--- config.mk ---
export PLATFORM = sky130hd
export DESIGN_NAME = reverse_dabbler
export DESIGN_NICKNAME = d
export VERILOG_FILES = /design/src/rtl/reverse_dabbler_pkg.sv /design/src/rtl/reverse_dabbler_nibble_sub3.sv /design/src/rtl/reverse_dabbler.sv
export SDC_FILE = /design/constraint.sdc
export NUM_CORES = 1
export LEC_CHECK = 0
export ABC_AREA = 1
export CAP_MARGIN = 20
export CELL_PAD_IN_SITES_DETAIL_PLACEMENT = 0
export CELL_PAD_IN_SITES_GLOBAL_PLACEMENT = 2
export CORE_ASPECT_RATIO = 1.75
export CORE_MARGIN = 5
export CORE_UTILIZATION = 29
export CTS_BUF_LIST = sky130_fd_sc_hd__clkbuf_16
export DETAILED_ROUTE_END_ITERATION = 8
export GPL_TIMING_DRIVEN = 0
export PLACE_DENSITY = 0.88
export SLEW_MARGIN = 20
export SYNTH_ARGS = -nofsm -noshare
export SYNTH_HDL_FRONTEND = slang
export SYNTH_SLANG_ARGS = --single-unit
--- constraint.sdc ---
create_clock -name clk -period 1.79 [get_ports clk]
set_input_delay 0.2685 -clock clk [delete_from_list [all_inputs] [get_ports clk]]
set_output_delay 0.2685 -clock clk [all_outputs]
set_load 0.01 [all_outputs]
--- src/rtl/reverse_dabbler_pkg.sv ---
// Shared definitions for the reverse double-dabble BCD-to-binary converter.
// State encodings, digit/iteration counts and an operand validity helper.
package reverse_dabbler_pkg;

    localparam int NDIGITS = 3;
    localparam int NSHIFT  = 10;

    typedef enum logic [1:0] {
        IDLE  = 2'd0,
        SHIFT = 2'd1,
        DONE  = 2'd2
    } state_e;

    function automatic logic has_bad_digit(input logic [4*NDIGITS-1:0] v);
        logic bad;
        bad = 1'b0;
        for (int i = 0; i < NDIGITS; i++) begin
            if (v[4*i +: 4] > 4'd9) bad = 1'b1;
        end
        return bad;
    endfunction

endpackage

--- src/rtl/reverse_dabbler_nibble_sub3.sv ---
// Per-digit correction step: a shifted BCD digit of 8 or more had a tens
// carry folded into it, so pulling 3 back out restores a valid digit.
module nibble_sub3 (
    input  logic [3:0] nib_i,
    output logic [3:0] nib_o
);

    assign nib_o = (nib_i >= 4'd8) ? (nib_i - 4'd3) : nib_i;

endmodule

--- src/rtl/reverse_dabbler.sv ---
// Sequential 3-digit BCD to binary converter (reverse double dabble).
// One right shift per cycle; the result registers update on the last shift.
//
//   state | meaning
//   IDLE  | waiting for start; operand captured on the start edge
//   SHIFT | one shift + digit correction per cycle, NSHIFT cycles
//   DONE  | one-cycle done pulse, result outputs valid
module reverse_dabbler #(
    parameter int NSHIFT = reverse_dabbler_pkg::NSHIFT
) (
    input  logic        clk,
    input  logic        rst,
    input  logic        start,
    input  logic [11:0] bcd,
    output logic        busy,
    output logic        done,
    output logic [7:0]  bin,
    output logic        ovf,
    output logic        err
);
    import reverse_dabbler_pkg::*;

    localparam int CW = (NSHIFT > 1) ? $clog2(NSHIFT) : 1;

    state_e              state_q, state_d;
    logic [CW-1:0]       cnt_q, cnt_d;
    logic [11:0]         work_q, work_d;
    logic [NSHIFT-1:0]   acc_q, acc_d;
    logic                operr_q, operr_d;
    logic [7:0]          bin_q, bin_d;
    logic                ovf_q, ovf_d;
    logic                err_q, err_d;

    logic [11:0]         work_sh;
    logic [11:0]         work_fix;
    logic [NSHIFT-1:0]   acc_sh;

    assign work_sh = {1'b0, work_q[11:1]};
    assign acc_sh  = {work_q[0], acc_q[NSHIFT-1:1]};

    // Correction happens on the already-shifted digits.
    for (genvar g = 0; g < NDIGITS; g++) begin : g_digit
        nibble_sub3 u_sub3 (
            .nib_i (work_sh[4*g +: 4]),
            .nib_o (work_fix[4*g +: 4])
        );
    end

    always_ff @(posedge clk) begin
        if (rst) begin
            state_q <= IDLE;
            cnt_q   <= '0;
            work_q  <= '0;
            acc_q   <= '0;
            operr_q <= 1'b0;
            bin_q   <= '0;
            ovf_q   <= 1'b0;
            err_q   <= 1'b0;
        end else begin
            state_q <= state_d;
            cnt_q   <= cnt_d;
            work_q  <= work_d;
            acc_q   <= acc_d;
            operr_q <= operr_d;
            bin_q   <= bin_d;
            ovf_q   <= ovf_d;
            err_q   <= err_d;
        end
    end

    always_comb begin
        state_d = state_q;
        cnt_d   = cnt_q;
        work_d  = work_q;
        acc_d   = acc_q;
        operr_d = operr_q;
        bin_d   = bin_q;
        ovf_d   = ovf_q;
        err_d   = err_q;
        case (state_q)
            IDLE: begin
                if (start) begin
                    work_d  = bcd;
                    acc_d   = '0;
                    cnt_d   = '0;
                    operr_d = has_bad_digit(bcd);
                    state_d = SHIFT;
                end
            end
            SHIFT: begin
                work_d = work_fix;
                acc_d  = acc_sh;
                cnt_d  = cnt_q + 1'b1;
                if (cnt_q == CW'(NSHIFT - 1)) begin
                    cnt_d   = '0;
                    state_d = DONE;
                    // Invalid operands report a clean zero result.
                    bin_d   = operr_q ? 8'h00 : acc_sh[7:0];
                    ovf_d   = operr_q ? 1'b0 : |acc_sh[NSHIFT-1:8];
                    err_d   = operr_q;
                end
            end
            DONE: begin
                state_d = IDLE;
            end
            default: begin
                state_d = IDLE;
            end
        endcase
    end

    assign busy = (state_q == SHIFT);
    assign done = (state_q == DONE);
    assign bin  = bin_q;
    assign ovf  = ovf_q;
    assign err  = err_q;

endmodule

==> impl_metrics.ini, run 1 <==
[run_status]
status = finished, final reports clean

[worst_setup_path]
cp-start-kind = register
crit_type = register to output pin
worstPathArrival_ps = 1340
critPathRequiredTime_ps = 1520
end_kind = output pin
crit_fanout = 10

[timing]
hold_viol_final = 0
grt_setup_unrepaired = false
finalSetupViolCount = 0
relSlewSlack_pct = 61.0
setup_ws_ps = 180
finalCritPeriodShare_pct = 90.0
period_minus_slack_ps = 1610
clock_skew_ps = 2.25
maxSlewViolCount = 0
fmax_mhz = 621
finalSetupTns_ps = 0
worst_pin_slew_ps = 584

[floorplanning]
num_io_pins = 27
fp.dieArea_mm2 = 0.00769
core_mm2 = 0.00583
die_h_um = 112
initial_core_util_pct = 29.8
fp-row-count = 37
dieWidth_um = 68.5

[logic_synthesis]
avgSynthCellArea_um2 = 7.03
synthArstFlopShare_pct = 0
yosysWarnings = 0
syn_inst = 247
yosysSeqAreaShare_pct = 43.8
synth_cell_types = 21
synth_edf_count = 0
synth_area_mm2 = 0.00174
ys_seq_elements = 38
synth-main-ff-cell = dfxtp_1
synthesis.nets = 268

[route]
first_pass_iters = 4
post-route-drc-count = 0
m1WireLength_mm = 1.79
viasPerCell = 4.58
top_layer_used = met4
vias = 1640
routed-wl-met2_mm = 2.32
dr.first_iter.drc_count = 57
drt-wirelength-per-cell_um = 12.3
wl_mm = 4.42
met3_wirelength_um = 193
detail-route-antenna-nets = 0

[placement]
dp_hpwl_mm = 3.25
place_inst = 350
globalplace.congestion = 0.800
io_buffers = 25
dpl_worst_slack_ps = 65.4

[clocking]
insertion_delay_ps = 280
cts_buffer_depth = 2
clk_pin_slew_ps = 60
cts_made_buffers = 5
htree_levels = 2
cts_tree = built
root_buffer = clkbuf_16
cts-hold-fix-buffers = 0
cts.sinks = 38

[power]
p_per_area_mw_per_mm2 = 901
totalPowerFinal_mw = 2.00
leakagePower_nw = 0.883
vdd_drop_max_uv = 437

[grt]
grt_max_degree = 13
grt.total_usage_pct = 12.7
grt_pass1_wl_mm = 7.42
gr-total-overflow = 0
antenna_found_initial = 0
grt_pass1_vias = 1556

[job]
max_cap_violations = 0

[final_layout]
stdcell_count = 358
num_antenna_cells = 0
drive_gt1_share_pct = 6.43
layout_commonest_cell = nand2_1
fin_nets = 300
area_growth_syn_to_layout_pct = 28.3
mostFrequentLayoutCells = nand2_1, dfxtp_1, a21oi_1

[hold_path]
hp-class = input port to register
[critical path, stage by stage, from the launching register on]
cell and delay [ps]:
dfxtp_1 310, inv_1 90, nand2_1 100, inv_2 100
buf_4 170, dlygate4sd2_1 280
[logic make-up (layout without fill, tap and decap cells)]
family	after synthesis	after routing	synth area share, %
xor+xnor	1	1	0.505
buf+inv	34	67	8.15
compound gates	50	50	15.2
fa+ha+maj	6	6	4.33
simple gates	118	118	28.0
flops	38	38	43.8
[final cells by class]
| class | count | area, µm² |
|---|---|---|
| repair buffers | 25 | 249 |
| well taps | 78 | 97.6 |
| fillers | 671 | 3610 |
| clock buffers | 5 | 125 |
| inverters | 24 | 90.1 |
| plain buffers | 10 | 53.8 |
| multi-input cells | 175 | 833 |
| clock inverters | 3 | 16.3 |
| flip-flops and latches | 38 | 761 |
[power breakdown]
group	internal, mW	switching, mW	total, mW
Combinational	0.0934	0.140	0.233
Sequential	0.879	0.0341	0.913
Clock	0.508	0.350	0.859
[through the flow]
step / cell area (µm²) / hold WS [ps] / util [%]
after detailed placement: 2080 / 453 / 35.7
after floorplan: 1740 / 412 / -
after global placement: 2080 / 449 / 35.7
final: 2230 / 275 / 38.2
after CTS: 2230 / 281 / 38.2
after global routing: 2230 / 296 / 38.2
[sequential cells by signal, indices dropped and copies added, names as in the netlist]
signal / flops
acc_q: 9
bin: 8
cnt_q: 4
err: 1
operr_q: 1
ovf: 1
state_q: 2
work_q: 12
[cells in the mapped netlist (2+ instances only)]
library cell / n / area, µm²
ha_1: 6 / 75.1
o211ai_1: 2 / 15.0
inv_1: 23 / 86.3
nand4_1: 2 / 12.5
a21oi_1: 31 / 155
clkbuf_1: 3 / 11.3
nand3_1: 20 / 100
buf_2: 5 / 25.0
o21ai_0: 14 / 70.1
buf_4: 2 / 15.0
nor2_1: 20 / 75.1
dfxtp_1: 38 / 761
nand2_1: 73 / 274
[per-layer routing]
layer  global-route usage, %  vias to the layer above
met1                    14.0                      737
met5                       0                        -
met4                    6.11                        0
li1                        -                      853
met2                    22.0                       41
met3                    2.90                        9
[final timing paths]
path / start / endpoint / slack [ps] / cells past startpoint
setup reg to reg: cnt_q[0]$_SDFFE_PP0P_ / bin[3]$_SDFFE_PP0P_ / 370 / 7
hold / removal: rst / acc_q[5]$_SDFFE_PP0P_ / 270 / 2
hold reg to reg: bin[6]$_SDFFE_PP0P_ / bin[6]$_SDFFE_PP0P_ / 460 / 2
setup / recovery: state_q[1]$_SDFFE_PP0P_ / busy / 180 / 5
[repair_timing]
item / 4_1_cts / 5_1_grt
setup buffers: 0 / 0
setup endpoints to repair: 1 / 0
gates resized for setup: 3 / 0
Note: power is estimated with default switching activity, not from simulation.
==> inputs of run 2 (changes only) <==
Settings changed: GPL_TIMING_DRIVEN 0 to default.
==> run 2 against run 1 <==
Compared with the run above:
- die area unchanged
- sequential share of layout area decreased by 0.13 points
- clock skew increased by 1.1 ps
- first-iteration DRC count increased by 3.5%
- clock-buffer cell count unchanged
- critical path type unchanged
- largest cell class unchanged
==> impl_metrics.ini, run 2 (synthesis gave the netlist of run 1 again) <==
[floorplanning]
core_mm2 = 0.00583
initial_core_util_pct = 29.8
num_io_pins = 27
fp-row-count = 37
die_h_um = 112
fp.dieArea_mm2 = 0.00769
dieWidth_um = 68.5

[clocking]
root_buffer = clkbuf_16
cts_buffer_depth = 2
clk_pin_slew_ps = 60
cts_resized = 0
cts-hold-fix-buffers = 0
insertion_delay_ps = 270
cts_tree = built
htree_levels = 2
cts.sinks = 38
cts_made_buffers = 5
postCtsSetupRepairBufs = 0

[power]
leakagePower_nw = 0.888
vdd_drop_max_uv = 495
p_per_area_mw_per_mm2 = 881
totalPowerFinal_mw = 1.97

[route]
first_pass_iters = 4
dr.first_iter.drc_count = 59
wl_mm = 4.26
detail-route-antenna-nets = 0
drt-wirelength-per-cell_um = 12.0
vias = 1586
viasPerCell = 4.48
post-route-drc-count = 0

[grt]
antenna_found_initial = 0
grt_max_degree = 27
grt.total_usage_pct = 12.3
grt_pass1_vias = 1551
gr-total-overflow = 0
grt_pass1_wl_mm = 7.24

[placement]
globalplace.congestion = 0.775
dp_hpwl_mm = 3.20
io_buffers = 26

[final_layout]
area_growth_syn_to_layout_pct = 28.8
mostFrequentLayoutCells = nand2_1, dfxtp_1, a21oi_1
drive_gt1_share_pct = 5.80
largest_reg_flops = 12
num_antenna_cells = 0
layout_commonest_cell = nand2_1
fin_nets = 297
top_register = work_q
fillers = 673

[worst_setup_path]
crit_chain = inv_1 -> nand2_1 -> inv_1 -> clkdlybuf4s50_1
cp_common_cell = inv_1
cp_slowest_cell = clkdlybuf4s50_1
worstPathArrival_ps = 1440
critical_path.max_stage_delay_ps = 550
ff2ff_path_depth = 8
cp_top_family = buffers and inverters
crit_type = register to output pin
end_kind = output pin
path_depth = 4
critical_path_buf_inv_count = 3
crit_fanout = 3
cp-start-kind = register
critPathRequiredTime_ps = 1520

[timing]
fmax_mhz = 584
finalSetupViolCount = 0
grt_setup_unrepaired = false
hold_viol_final = 0
clock_skew_ps = 3.32
worst_pin_slew_ps = 402
relSlewSlack_pct = 73.2
finalCritPeriodShare_pct = 95.7
period_minus_slack_ps = 1710
finalSetupTns_ps = 0
maxSlewViolCount = 0

[run_status]
status = finished, final reports clean

[hold_path]
hp-class = register to register
worstHoldPathCells = 2

[job]
max_cap_violations = 0
==> run 2: path summary, 6_finish.rpt <==
kind	start	end	slack, ps
worst max-delay path	state_q[1]$_SDFFE_PP0P_	busy	80
worst min-delay path	bin[2]$_SDFFE_PP0P_	bin[2]$_SDFFE_PP0P_	460
worst max register to register	state_q[1]$_SDFFE_PP0P_	ovf$_SDFFE_PP0P_	330
worst min register to register	bin[2]$_SDFFE_PP0P_	bin[2]$_SDFFE_PP0P_	460
==> run 2: final cells by class <==
type / instances / area, µm² / area share, %
tap: 78 / 97.6 / 4.37
sequential: 38 / 761 / 34.0
multi-input combinational: 175 / 833 / 37.3
clock buffer: 5 / 125 / 5.60
inverter: 24 / 90.1 / 4.03
timing repair buffer: 32 / 318 / 14.2
clock inverter: 2 / 10.0 / 0.448
==> run 2: layer usage <==
metal | up-vias | share of wire, % | track usage (%) | routed length [µm]
met5 | - | 0 | 0 | 0
met4 | 0 | 1.3 | 3.98 | 54
met3 | 4 | 3.6 | 2.10 | 153
met2 | 24 | 53 | 22.4 | 2260
met1 | 712 | 42 | 13.6 | 1800
li1 | 846 | - | - | -
==> run 2: stage by stage <==
step / std cells / util, % / instance area, µm² / hold WS [ps] / worst slack [ps]
after floorplan: 247 / - / 1740 / 412 / 526
after global placement: 347 / 36.0 / 2100 / 452 / 270
after detailed placement: 347 / 36.0 / 2100 / 454 / 273
after CTS: 354 / 38.3 / 2230 / 463 / 59.1
after global routing: 354 / 38.3 / 2230 / 477 / 11.5
final: 354 / 38.3 / 2230 / 460 / 77.2
==> run 2: worst min-delay path, cell delays in order, from the launching register on <==
cell	delay [ps]
dfxtp_1	300
nand2_1	60
a21oi_1	50
==> run 2: report_power, final <==
group          internal [mW]  switching [mW]  total [mW]
Combinational          0.100           0.137       0.237
Clock                  0.502           0.318       0.820
Sequential             0.879          0.0334       0.913
Total                   1.48           0.488        1.97
